[src/rtl/gpr_file_if.sv]
// Register-file port bundle: two writeback ports, two read ports, reserve strobe, busy status.
// The master modport is the pipeline side (decode + writeback); the slave modport is the register file.
interface gpr_file_if #(
  parameter int DATA_W = 8,
  parameter int ADDR_W = 4
);
  logic              w0_enable;
  logic [ADDR_W-1:0] w0_addr;
  logic [DATA_W-1:0] w0_data;
  logic              w1_enable;
  logic [ADDR_W-1:0] w1_addr;
  logic [DATA_W-1:0] w1_data;
  logic [ADDR_W-1:0] r_addr_a;
  logic [ADDR_W-1:0] r_addr_b;
  logic [DATA_W-1:0] r_data_a;
  logic [DATA_W-1:0] r_data_b;
  logic              rsv_enable;
  logic [ADDR_W-1:0] rsv_addr;
  logic              busy_a;
  logic              busy_b;
  logic              any_busy;

  modport master (
    output w0_enable, w0_addr, w0_data,
    output w1_enable, w1_addr, w1_data,
    output r_addr_a, r_addr_b, rsv_enable, rsv_addr,
    input  r_data_a, r_data_b, busy_a, busy_b, any_busy
  );

  modport slave (
    input  w0_enable, w0_addr, w0_data,
    input  w1_enable, w1_addr, w1_data,
    input  r_addr_a, r_addr_b, rsv_enable, rsv_addr,
    output r_data_a, r_data_b, busy_a, busy_b, any_busy
  );
endinterface

[src/rtl/gpr_file.sv]
// GPR file with dual write ports (w0 priority) and busy scoreboard; GPR_BYPASS_EN adds same-cycle forwarding.
// Latency: reads combinational, write/reserve visible next cycle (zero cycles on reads with GPR_BYPASS_EN).
// Backpressure: none; writes always accepted, upstream stalls on busy_a/busy_b.
module gpr_file #(
  parameter int DATA_W   = 8,
  parameter int NUM_REGS = 9,
  parameter int ADDR_W   = 4
) (
  input  logic       clk,
  input  logic       rst,
  gpr_file_if.slave  bus
);

  logic [DATA_W-1:0]   regs_q [NUM_REGS];
  logic [DATA_W-1:0]   regs_d [NUM_REGS];
  logic [NUM_REGS-1:0] busy_q;
  logic [NUM_REGS-1:0] busy_d;

  logic [NUM_REGS-1:0] w0_hit;
  logic [NUM_REGS-1:0] w1_hit;
  logic [NUM_REGS-1:0] rsv_hit;

  logic [DATA_W-1:0]   view_data [NUM_REGS];
  logic [NUM_REGS-1:0] view_busy;

  logic [DATA_W-1:0]   rd_a;
  logic [DATA_W-1:0]   rd_b;
  logic                bsy_a;
  logic                bsy_b;

  // Out-of-range addresses never match an entry, so they drop out of writes, reserves and reads.
  always_comb begin
    w0_hit  = '0;
    w1_hit  = '0;
    rsv_hit = '0;
    for (int i = 0; i < NUM_REGS; i++) begin
      w0_hit[i]  = bus.w0_enable  && (bus.w0_addr  == ADDR_W'(i));
      w1_hit[i]  = bus.w1_enable  && (bus.w1_addr  == ADDR_W'(i));
      rsv_hit[i] = bus.rsv_enable && (bus.rsv_addr == ADDR_W'(i));
    end
  end

  always_comb begin
    regs_d = regs_q;
    busy_d = busy_q;
    for (int i = 0; i < NUM_REGS; i++) begin
      if (w1_hit[i]) regs_d[i] = bus.w1_data;
      if (w0_hit[i]) begin
        regs_d[i] = bus.w0_data;
        busy_d[i] = 1'b0;
      end
      // A fresh reserve beats a same-cycle clear: a new producer has issued.
      if (rsv_hit[i]) busy_d[i] = 1'b1;
    end
  end

  always_ff @(posedge clk) begin
    if (rst) begin
      for (int i = 0; i < NUM_REGS; i++) regs_q[i] <= '0;
      busy_q <= '0;
    end else begin
      regs_q <= regs_d;
      busy_q <= busy_d;
    end
  end

  always_comb begin
    view_data = regs_q;
    view_busy = busy_q;
`ifdef GPR_BYPASS_EN
    for (int i = 0; i < NUM_REGS; i++) begin
      if (w1_hit[i]) view_data[i] = bus.w1_data;
      if (w0_hit[i]) begin
        view_data[i] = bus.w0_data;
        if (!rsv_hit[i]) view_busy[i] = 1'b0;
      end
    end
`endif
  end

  always_comb begin
    rd_a  = '0;
    rd_b  = '0;
    bsy_a = 1'b0;
    bsy_b = 1'b0;
    for (int i = 0; i < NUM_REGS; i++) begin
      if (bus.r_addr_a == ADDR_W'(i)) begin
        rd_a  = view_data[i];
        bsy_a = view_busy[i];
      end
      if (bus.r_addr_b == ADDR_W'(i)) begin
        rd_b  = view_data[i];
        bsy_b = view_busy[i];
      end
    end
  end

  assign bus.r_data_a = rd_a;
  assign bus.r_data_b = rd_b;
  assign bus.busy_a   = bsy_a;
  assign bus.busy_b   = bsy_b;
  assign bus.any_busy = |busy_q;

endmodule
[src/flat_wrapper.sv]
// flat-port wrapper written by rule: the top's interface ports become plain ports
module gpr_file_flat 
#(
  parameter int DATA_W   = 8,
  parameter int NUM_REGS = 9,
  parameter int ADDR_W   = 4
)
  (clk, rst, bus_w0_enable, bus_w0_addr, bus_w0_data, bus_w1_enable, bus_w1_addr, bus_w1_data, bus_r_addr_a, bus_r_addr_b, bus_rsv_enable, bus_rsv_addr, bus_r_data_a, bus_r_data_b, bus_busy_a, bus_busy_b, bus_any_busy);
  gpr_file_if #(.DATA_W(DATA_W), .ADDR_W(ADDR_W)) bus_i ();
  input  logic clk;
  input  logic rst;
  input wire logic [$bits(bus_i.w0_enable)-1:0] bus_w0_enable;
  input wire logic [$bits(bus_i.w0_addr)-1:0] bus_w0_addr;
  input wire logic [$bits(bus_i.w0_data)-1:0] bus_w0_data;
  input wire logic [$bits(bus_i.w1_enable)-1:0] bus_w1_enable;
  input wire logic [$bits(bus_i.w1_addr)-1:0] bus_w1_addr;
  input wire logic [$bits(bus_i.w1_data)-1:0] bus_w1_data;
  input wire logic [$bits(bus_i.r_addr_a)-1:0] bus_r_addr_a;
  input wire logic [$bits(bus_i.r_addr_b)-1:0] bus_r_addr_b;
  input wire logic [$bits(bus_i.rsv_enable)-1:0] bus_rsv_enable;
  input wire logic [$bits(bus_i.rsv_addr)-1:0] bus_rsv_addr;
  output wire logic [$bits(bus_i.r_data_a)-1:0] bus_r_data_a;
  output wire logic [$bits(bus_i.r_data_b)-1:0] bus_r_data_b;
  output wire logic [$bits(bus_i.busy_a)-1:0] bus_busy_a;
  output wire logic [$bits(bus_i.busy_b)-1:0] bus_busy_b;
  output wire logic [$bits(bus_i.any_busy)-1:0] bus_any_busy;
  assign bus_i.w0_enable = bus_w0_enable;
  assign bus_i.w0_addr = bus_w0_addr;
  assign bus_i.w0_data = bus_w0_data;
  assign bus_i.w1_enable = bus_w1_enable;
  assign bus_i.w1_addr = bus_w1_addr;
  assign bus_i.w1_data = bus_w1_data;
  assign bus_i.r_addr_a = bus_r_addr_a;
  assign bus_i.r_addr_b = bus_r_addr_b;
  assign bus_i.rsv_enable = bus_rsv_enable;
  assign bus_i.rsv_addr = bus_rsv_addr;
  assign bus_r_data_a = bus_i.r_data_a;
  assign bus_r_data_b = bus_i.r_data_b;
  assign bus_busy_a = bus_i.busy_a;
  assign bus_busy_b = bus_i.busy_b;
  assign bus_any_busy = bus_i.any_busy;
  gpr_file #(.DATA_W(DATA_W), .NUM_REGS(NUM_REGS), .ADDR_W(ADDR_W)) u_core (.clk(clk), .rst(rst), .bus(bus_i));
endmodule
[config.mk]
export PLATFORM = sky130hd
export DESIGN_NAME = gpr_file_flat
export DESIGN_NICKNAME = d
export VERILOG_FILES = /design/src/rtl/gpr_file_if.sv /design/src/rtl/gpr_file.sv /design/src/flat_wrapper.sv
export SDC_FILE = /design/constraint.sdc
export NUM_CORES = 1
export LEC_CHECK = 0
export ABC_AREA = 0
export CAP_MARGIN = 20
export CORE_MARGIN = 2
export CORE_UTILIZATION = 42
export CTS_CLUSTER_SIZE = 25
export DETAILED_ROUTE_END_ITERATION = 12
export HOLD_SLACK_MARGIN = 0.03
export SYNTH_ARGS = -nofsm -noshare
export SYNTH_HDL_FRONTEND = slang
export SYNTH_SLANG_ARGS = --single-unit
[constraint.sdc]
create_clock -name clk -period 1.6 [get_ports clk]
set_input_delay 0.24 -clock clk [delete_from_list [all_inputs] [get_ports clk]]
set_output_delay 0.24 -clock clk [all_outputs]
set_load 0.05 [all_outputs]
==> Word level (Yosys, flattened, before mapping) <==
Cells that the tools add are included.
{ "classes": {"eq_ne": 40, "mux": 72, "n_reduce_logical": 51} }
{ "op_table": {"columns": ["operator", "count"], "rows": [
  ["8-bit 2-to-1 mux", 36],
  ["4-bit by 3-bit == test with 1-bit output, second input constant", 20],
  ["4-bit by 2-bit == test with 1-bit output, second input constant", 10],
  ["1-bit 2-to-1 mux", 36],
  ["2-bit nonzero test", 18],
  ["1-bit logical AND", 27],
  ["4-bit by 1-bit == test with 1-bit output, second input constant", 5],
  ["4-bit == test, second input constant", 5],
  ["4-bit zero test", 5],
  ["9-bit OR reduction", 1]
]} }
{ "totals": {"register_bits": 81, "output_inout_bits": 19, "wordCells": 181} }

==> Longest topological paths before layout <==
Gate-level depths: netlist of run 1.
{ "depth": {"depth_word": 10, "ltp_mapped": 7, "depth_no_buf": 4} }

==> Worst setup path after synthesis of run 1 <==
Ideal clock, no wire load.
{ "synth_path": {"kind": "input -> output", "startpoint": "in bus_r_addr_b[1]", "endpoint": "out bus_r_data_b[7]", "arrival_ns": 2.203, "t_required_ns": 1.360, "path_slack_ns": -0.843, "path_stages": 5, "cell_sequence": "buf_6 > nor4b_4 > a31oi_1 > o211a_1 > a211oi_1"} }
{ "synth_via": {"elab_chain_len": 10, "word_cells_on_any_way": 18} }
{ "synth_rtl": {"columns": ["element", "line", "text"], "rows": [
  ["start: declaration", "flat_wrapper.sv:19", "input wire logic [$bits(bus_i.r_addr_b)-1:0] bus_r_addr_b;"],
  ["4-bit zero test", "gpr_file.sv:91", "if (bus.r_addr_b == ADDR_W'(i)) begin"],
  ["8-bit 2-to-1 mux (8 in a row)", "gpr_file.sv:91", null],
  ["8-bit 2-to-1 mux *", "gpr_file.sv:91", null],
  ["end: declaration", "flat_wrapper.sv:23", "output wire logic [$bits(bus_i.r_data_b)-1:0] bus_r_data_b;"]
]} }
Every way passes the cells marked *; elsewhere a longest branch is shown, timed or not.

==> Final worst setup path of run 1 <==
{ "layout_path": {"startpoint": "reg u_core.regs_q[64] in the netlist's numbering", "endpoint": "out bus_r_data_b[0]"} }
{ "layout_via": {"elab_chain_len": 9} }
{ "layout_rtl": {"columns": ["element", "line", "text"], "rows": [
  ["start: declaration", "gpr_file.sv:14", "logic [DATA_W-1:0] regs_q [NUM_REGS];"],
  ["start signal: assignment", "gpr_file.sv:62", "regs_q <= regs_d;"],
  ["8-bit 2-to-1 mux (9 in a row)", "gpr_file.sv:91", null]
]} }
Every way passes these cells.

==> flow_summary_export.csv, run 1 <==
group,metric,value,unit
synth,ys_top_cells_by_count,"104 x nor2_1, 86 x mux2i_1, 81 x dfxtp_1, 59 x a211oi_1, 47 x nand2_1",
drt,wl_per_cell,22.21,µm
drt,dr_total_vias,5831,
hold_path,hold_depth,2,
run_status,status,"finished, violations left",
timing,rsz0062_at_grt,"yes",
drt,wl,21210,µm
timing,relSlewSlack,69.24,%
drt,drc,0,
floorplanning,initial_utilization,43.08,%
synth,synth_cell_type_count,52,
critical_path,end_kind,"primary output",
synth,synthArstFlopShare,0,%
floorplanning,num_io_pins,60,
timing,final-setup-viol-count,18,
drt,viasPerCell,6.106,
placed_design,gp_congestion,0.9402,
drt,postRouteAntennaNets,0,
cts,cts_tree,"yes",
finish,fillCellCount,1019,
cts,hold_buffers,0,
cts,clk_path_buf_depth,2,
synth,syn_area,5436,µm²
timing,fin_crit,2078,ps
critical_path,worst_setup_path_start_kind,"register",
critical_path,arrival,1840,ps
grt,grt_pass1_wl,32420,µm
grt,antenna_found_initial,0,
timing,finClkSkew,0,ps
floorplanning,core,12620,µm²
critical_path,crit_required,1360,ps
grt,grt_max_degree,73,
floorplanning,rows,41,
critical_path,path_max_fanout,2,
synth,synth_seq_cells,81,
hold_path,holdCritPathClass,"in2reg",
pwr,power,5.886,mW
run_status,violations,"setup timing",
drt,drtIter0Drc,428,
synth,synth.net_count,691,
pwr,power_density,717.0,nW/µm²
synth,synth.avg_cell_area,8.364,µm²
floorplanning,dieArea,13870,µm²
critical_path,reg2reg_to,"u_core.regs_q[8]",
synth,yosys.area.top_type,"dfxtp_1",
timing,slew_viol_final,0,
grt,grt_pass1_vias,5879,
synth,synth_top_area_share,29.83,%
timing,post-route-worst-setup-slack,-477.8,ps
timing,max_clock_freq,481.3,MHz
placed_design,placed_cell_area,7365,µm²
floorplanning,die_x,117.8,µm
finish,drive_above_1_share,34.87,%
finish,design_area,8209,µm²
cts,ctsHtreeMaxLevel,3,
synth,yosys_warnings,0,
synth,synth_most_common_cell,"nor2_1",
hold_path,hold-path-endpoint,"u_core.regs_q[65]",
hold_path,min_from,"rst",
cts,clk_latency,350,ps
critical_path,rr_worst_depth,3,
placed_design,io_buffers,59,
synth,syn_inst,650,
synth,synthTopCellsByArea,"dfxtp_1 30%, mux2i_1 16%, a211oi_1 8.1%",
critical_path,regToRegStartpoint,"u_core.regs_q[8]",
timing,tightest_slew,459.9,ps
synth,synth-edff-count,0,
cts,cts-root-buf,"clkbuf_16",
timing,hold_viol,0,
pwr,ir_drop,627.3,µV
synth,ys.flop_type,"dfxtp_1",
critical_path,reg2reg_setup_slack,650,ps
critical_path,crit_type,"reg2out",
timing,finalCritPeriodShare,129.9,%
flow_run,drv_cap,0,
drt,drt_first_pass_iters,7,
cts,cts_sinks,81,
finish,n_antenna_cell,0,
grt,grt-ovfl-total,0,
finish,areaGrowthSynthToFinish,51.00,%
placed_design,dp_hpwl,15200,µm
grt,gr-usage-all-layers,30.25,%
synth,ys_seq_area_share,29.83,%
cts,cts.clk_slew.worst_paths,60,ps
finish,fin_nets,821,
pwr,p_leak,3.219,nW
floorplanning,die_h,117.8,µm
cts,cts_buffers,9,
==> flip-flops by register name (all words and copies together) (netlist names) <==
signal / cells
u_core.busy_q: 9
u_core.regs_q: 72
==> routing by layer <==
metal	part of all wire, %	GRT usage, %	up-vias
met1	41	36.23	2857
met5	0	0	-
li1	-	-	2683
met2	49	51.93	228
met4	4.6	16.04	0
met3	5.5	4.845	63
==> worst max-delay path by stage <==
stage | start | end | slack (ps) | depth (start not counted)
3_3_place_gp | bus_r_addr_a[1] | bus_r_data_a[5] | -770 | 7
5_1_grt | u_core.regs_q[64] | bus_r_data_b[0] | -510 | 5
3_5_place_dp | bus_r_addr_a[1] | bus_r_data_a[7] | -760 | 7
4_1_cts | u_core.regs_q[40] | bus_r_data_b[0] | -480 | 5
2_1_floorplan | bus_r_addr_b[0] | bus_r_data_b[7] | -180 | 5
6_report | u_core.regs_q[64] | bus_r_data_b[0] | -480 | 5
==> area by class of cell <==
class | instances | area [µm²] | share of cell area, %
Inverter | 3 | 11.26 | 0.1372
Timing Repair Buffer | 186 | 2117 | 25.79
Clock inverter | 3 | 90.09 | 1.097
Clock buffer | 11 | 242.7 | 2.957
Multi-Input combinational cell | 499 | 3887 | 47.36
Tap cell | 172 | 215.2 | 2.622
Sequential cell | 81 | 1645 | 20.04
==> through the flow <==
step           setup TNS [ps]  util [%]  hold WS (ps)  setup slack, ps  instances
3_5_place_dp           -28930     58.36         511.9           -759.8        936
4_1_cts                 -5870     63.89         240.3           -476.8        955
3_3_place_gp           -25690     58.36         501.2           -768.1        936
2_1_floorplan           -1639         -         388.3           -182.1        650
6_report                -5479     65.05         249.2           -477.8        955
5_1_grt                 -6048     65.05         257.7           -510.3        955
==> critical path, cell delays in order, from the launching register on <==
cell      delay (ps)
dfxtp_2          330
mux4_2           500
nor2_2           110
a311oi_1          50
a221o_2          340
buf_12           160
==> power by group <==
part,switching (mW),internal (mW)
clock,0.856,1.55
combinational,0.683,0.647
sequential,0.0657,2.08
total,1.60,4.28
==> cells in the final DEF, fill, tap and decap left out, types with 3 or more instances in the layout <==
| cell type | count |
|---|---|
| a211oi_1 | 56 |
| a21oi_1 | 8 |
| a221o_2 | 6 |
| a22oi_1 | 9 |
| a22oi_2 | 5 |
| a2bb2oi_1 | 7 |
| a2bb2oi_2 | 6 |
| a311oi_1 | 18 |
| a32oi_1 | 3 |
| buf_12 | 36 |
| buf_4 | 89 |
| buf_6 | 18 |
| buf_8 | 5 |
| bufinv_16 | 3 |
| clkbuf_16 | 13 |
| clkdlybuf4s50_1 | 30 |
| dfxtp_1 | 62 |
| dfxtp_2 | 19 |
| inv_1 | 3 |
| mux2_2 | 4 |
| mux2_4 | 4 |
| mux2i_1 | 83 |
| mux2i_2 | 3 |
| mux4_2 | 4 |
| nand2_1 | 46 |
| nand2b_1 | 6 |
| nand3_1 | 10 |
| nand3b_1 | 6 |
| nor2_1 | 100 |
| nor2_2 | 4 |
| nor2b_1 | 13 |
| nor3b_2 | 4 |
| nor4b_4 | 3 |
| o211ai_1 | 5 |
| o21a_1 | 6 |
| o21ai_0 | 16 |
| o21ai_2 | 3 |
| o22ai_1 | 3 |
| o22ai_2 | 7 |
| o22ai_4 | 3 |
==> repair_timing <==
item	CTS	global route
buffers inserted	4	1
gates resized for setup	97	56
endpoints found under the setup margin	19	42
cloned	1	0
pin swaps	29	30
==> kinds of logic after synthesis <==
kind of cell | Yosys count | synth area share (%)
simple gates | 220 | 19.70
compound gates | 181 | 24.49
mux | 98 | 19.42
flops | 81 | 29.83
buf+inv | 70 | 6.559
No activity file was read; power rests on OpenSTA's default activity.
==> run 2, diff against run 1 <==
Settings changed: MAX_ROUTING_LAYER set to met4.
==> run 2 against run 1 <==
The run still ends with setup timing left. Clock-buffer cell count unchanged. Combinational power about the same. Clock power down 7%. Power down 2.7%. Maximum frequency down 0.95%. Clock skew unchanged. Worst hold slack better by 170 ps. Die area unchanged. Wire length down 0.10%.
==> flow_summary_export.csv, run 2 (synthesis results as in run 1) <==
group,metric,value,unit
run_status,status,"finished, violations left",
run_status,violations,"setup timing",
grt,use_met2,50.84,%
finish,multiInputGateArea,3876,µm²
flow_run,drv_cap,0,
finish,top_register,"u_core.regs_q",
grt,use_met1,37.53,%
timing,tightest_slew,479.9,ps
floorplanning,die_x,117.8,µm
timing,relSlewSlack,68.00,%
placed_design,io_buffers,59,
grt,grt_pass1_vias,5794,
placed_design,gp_congestion,0.8938,
finish,largest_register_ffs,72,
pwr,p_leak,3.222,nW
grt,gr-usage-all-layers,31.21,%
placed_design,dp_hpwl,15190,µm
drt,wl,21180,µm
timing,finalCritPeriodShare,131.1,%
drt,drc,0,
pwr,power_density,693.5,nW/µm²
grt,grt-busiest-layer,"met2",
grt,use_met3,4.506,%
cts,hold_buffers,0,
timing,final-setup-viol-count,18,
finish,design_area,8254,µm²
drt,drtIter0Drc,546,
critical_path,worst_setup_path_start_kind,"register",
drt,dr_total_vias,5842,
grt,grt_pass1_wl,32580,µm
timing,rsz0062_at_grt,"yes",
cts,ctsHtreeMaxLevel,3,
grt,grt-ovfl-total,0,
finish,fillCellCount,1061,
finish,fin_nets,828,
finish,areaGrowthSynthToFinish,51.83,%
floorplanning,die_h,117.8,µm
finish,mostFrequentLayoutCells,"101 x nor2_1, 92 x buf_4, 80 x mux2i_1",
critical_path,regToRegStartpoint,"u_core.regs_q[14]",
cts,cts_buffers,9,
cts,cts.clk_slew.worst_paths,60,ps
drt,viasPerCell,6.060,
cts,clk_latency,350,ps
cts,cts-root-buf,"clkbuf_16",
floorplanning,initial_utilization,43.08,%
critical_path,crit_required,1360,ps
timing,fin_crit,2098,ps
cts,cts_sinks,81,
cts,cts_tree,"yes",
critical_path,crit_path_start,"u_core.busy_q[3]",
drt,postRouteAntennaNets,0,
floorplanning,num_io_pins,60,
drt,wl_per_cell,21.98,µm
timing,slew_viol_final,0,
hold_path,holdCritPathClass,"in2reg",
hold_path,min_from,"rst",
placed_design,placed_cell_area,7325,µm²
pwr,ir_drop,396.3,µV
grt,grt_max_degree,82,
floorplanning,core,12620,µm²
timing,finClkSkew,0,ps
finish,layout_commonest_cell,"nor2_1",
critical_path,crit_type,"reg2out",
timing,post-route-worst-setup-slack,-497.7,ps
floorplanning,rows,41,
finish,drive_above_1_share,35.48,%
floorplanning,dieArea,13870,µm²
drt,drt_first_pass_iters,5,
timing,hold_viol,0,
pwr,power,5.725,mW
cts,clk_path_buf_depth,2,
finish,post-route-util,65.41,%
grt,antenna_found_initial,0,
finish,top_regs,"u_core.regs_q: 72 flops, u_core.busy_q: 9 flops",
critical_path,arrival,1860,ps
timing,max_clock_freq,476.7,MHz
critical_path,path_max_fanout,2,
finish,regArea,1649,µm²
finish,n_antenna_cell,0,
critical_path,end_kind,"primary output",
run 2: changes by cell type in the layout (fill, tap and decap cells not counted), moves of 2 or more:
cell / delta
mux2i_4: +2
nor4b_2: +2
mux2i_1: -3
nor2_2: -2
buf_4: +3
buf_6: +3
nor4b_4: -2
clkinvlp_4: +2
nand2b_4: -2
run 2: what timing repair did:
item,4_1_cts,5_1_grt
setup buffers,6,8
pin swaps,31,33
setup endpoints to repair,19,41
resized for setup,98,58
cloned,1,0
run 2: final cells by class:
| class | count | share of cell area [%] |
|---|---|---|
| inverter | 3 | 0.1364 |
| tap | 172 | 2.607 |
| timing repair buffer | 193 | 26.53 |
| sequential | 81 | 19.98 |
| multi-input combinational | 499 | 46.96 |
| clock inverter | 5 | 0.9701 |
| clock buffer | 11 | 2.819 |
run 2: through the flow:
step	TNS [ps]	worst slack [ps]	instances	hold WS, ps
after floorplan	-1639	-182.1	650	388.3
after global placement	-26010	-753.4	934	491.0
after detailed placement	-28450	-767.9	934	515.3
after CTS	-5882	-499.4	957	393.1
after global routing	-6679	-533.4	964	426.7
final	-5839	-497.7	964	416.3
run 2: metal layers:
metal | vias to the layer above | share of wire, %
met3 | 68 | 6.8
met4 | 0 | 4.4
met1 | 2812 | 40
li1 | 2699 | -
met2 | 263 | 49
met5 | - | 0
run 2: power breakdown:
part | internal (mW) | switching, mW
combinational | 0.656 | 0.681
clock | 1.37 | 0.875
sequential | 2.08 | 0.0642
total | 4.10 | 1.62
run 2: final timing paths:
kind              depth (start not counted)  slack, ps           endpoint
setup / recovery                          5       -500         bus_busy_b
hold / removal                            3        420   u_core.busy_q[2]
setup reg to reg                          2        590  u_core.regs_q[14]
hold reg to reg                           2        530  u_core.regs_q[71]
run 2: worst max-delay path, cell delays in order, from the launching register on:
cell and delay, ps:
dfxtp_2 320, mux4_2 510, nor2_1 120, a311oi_1 60, a221o_2 340, buf_12 160
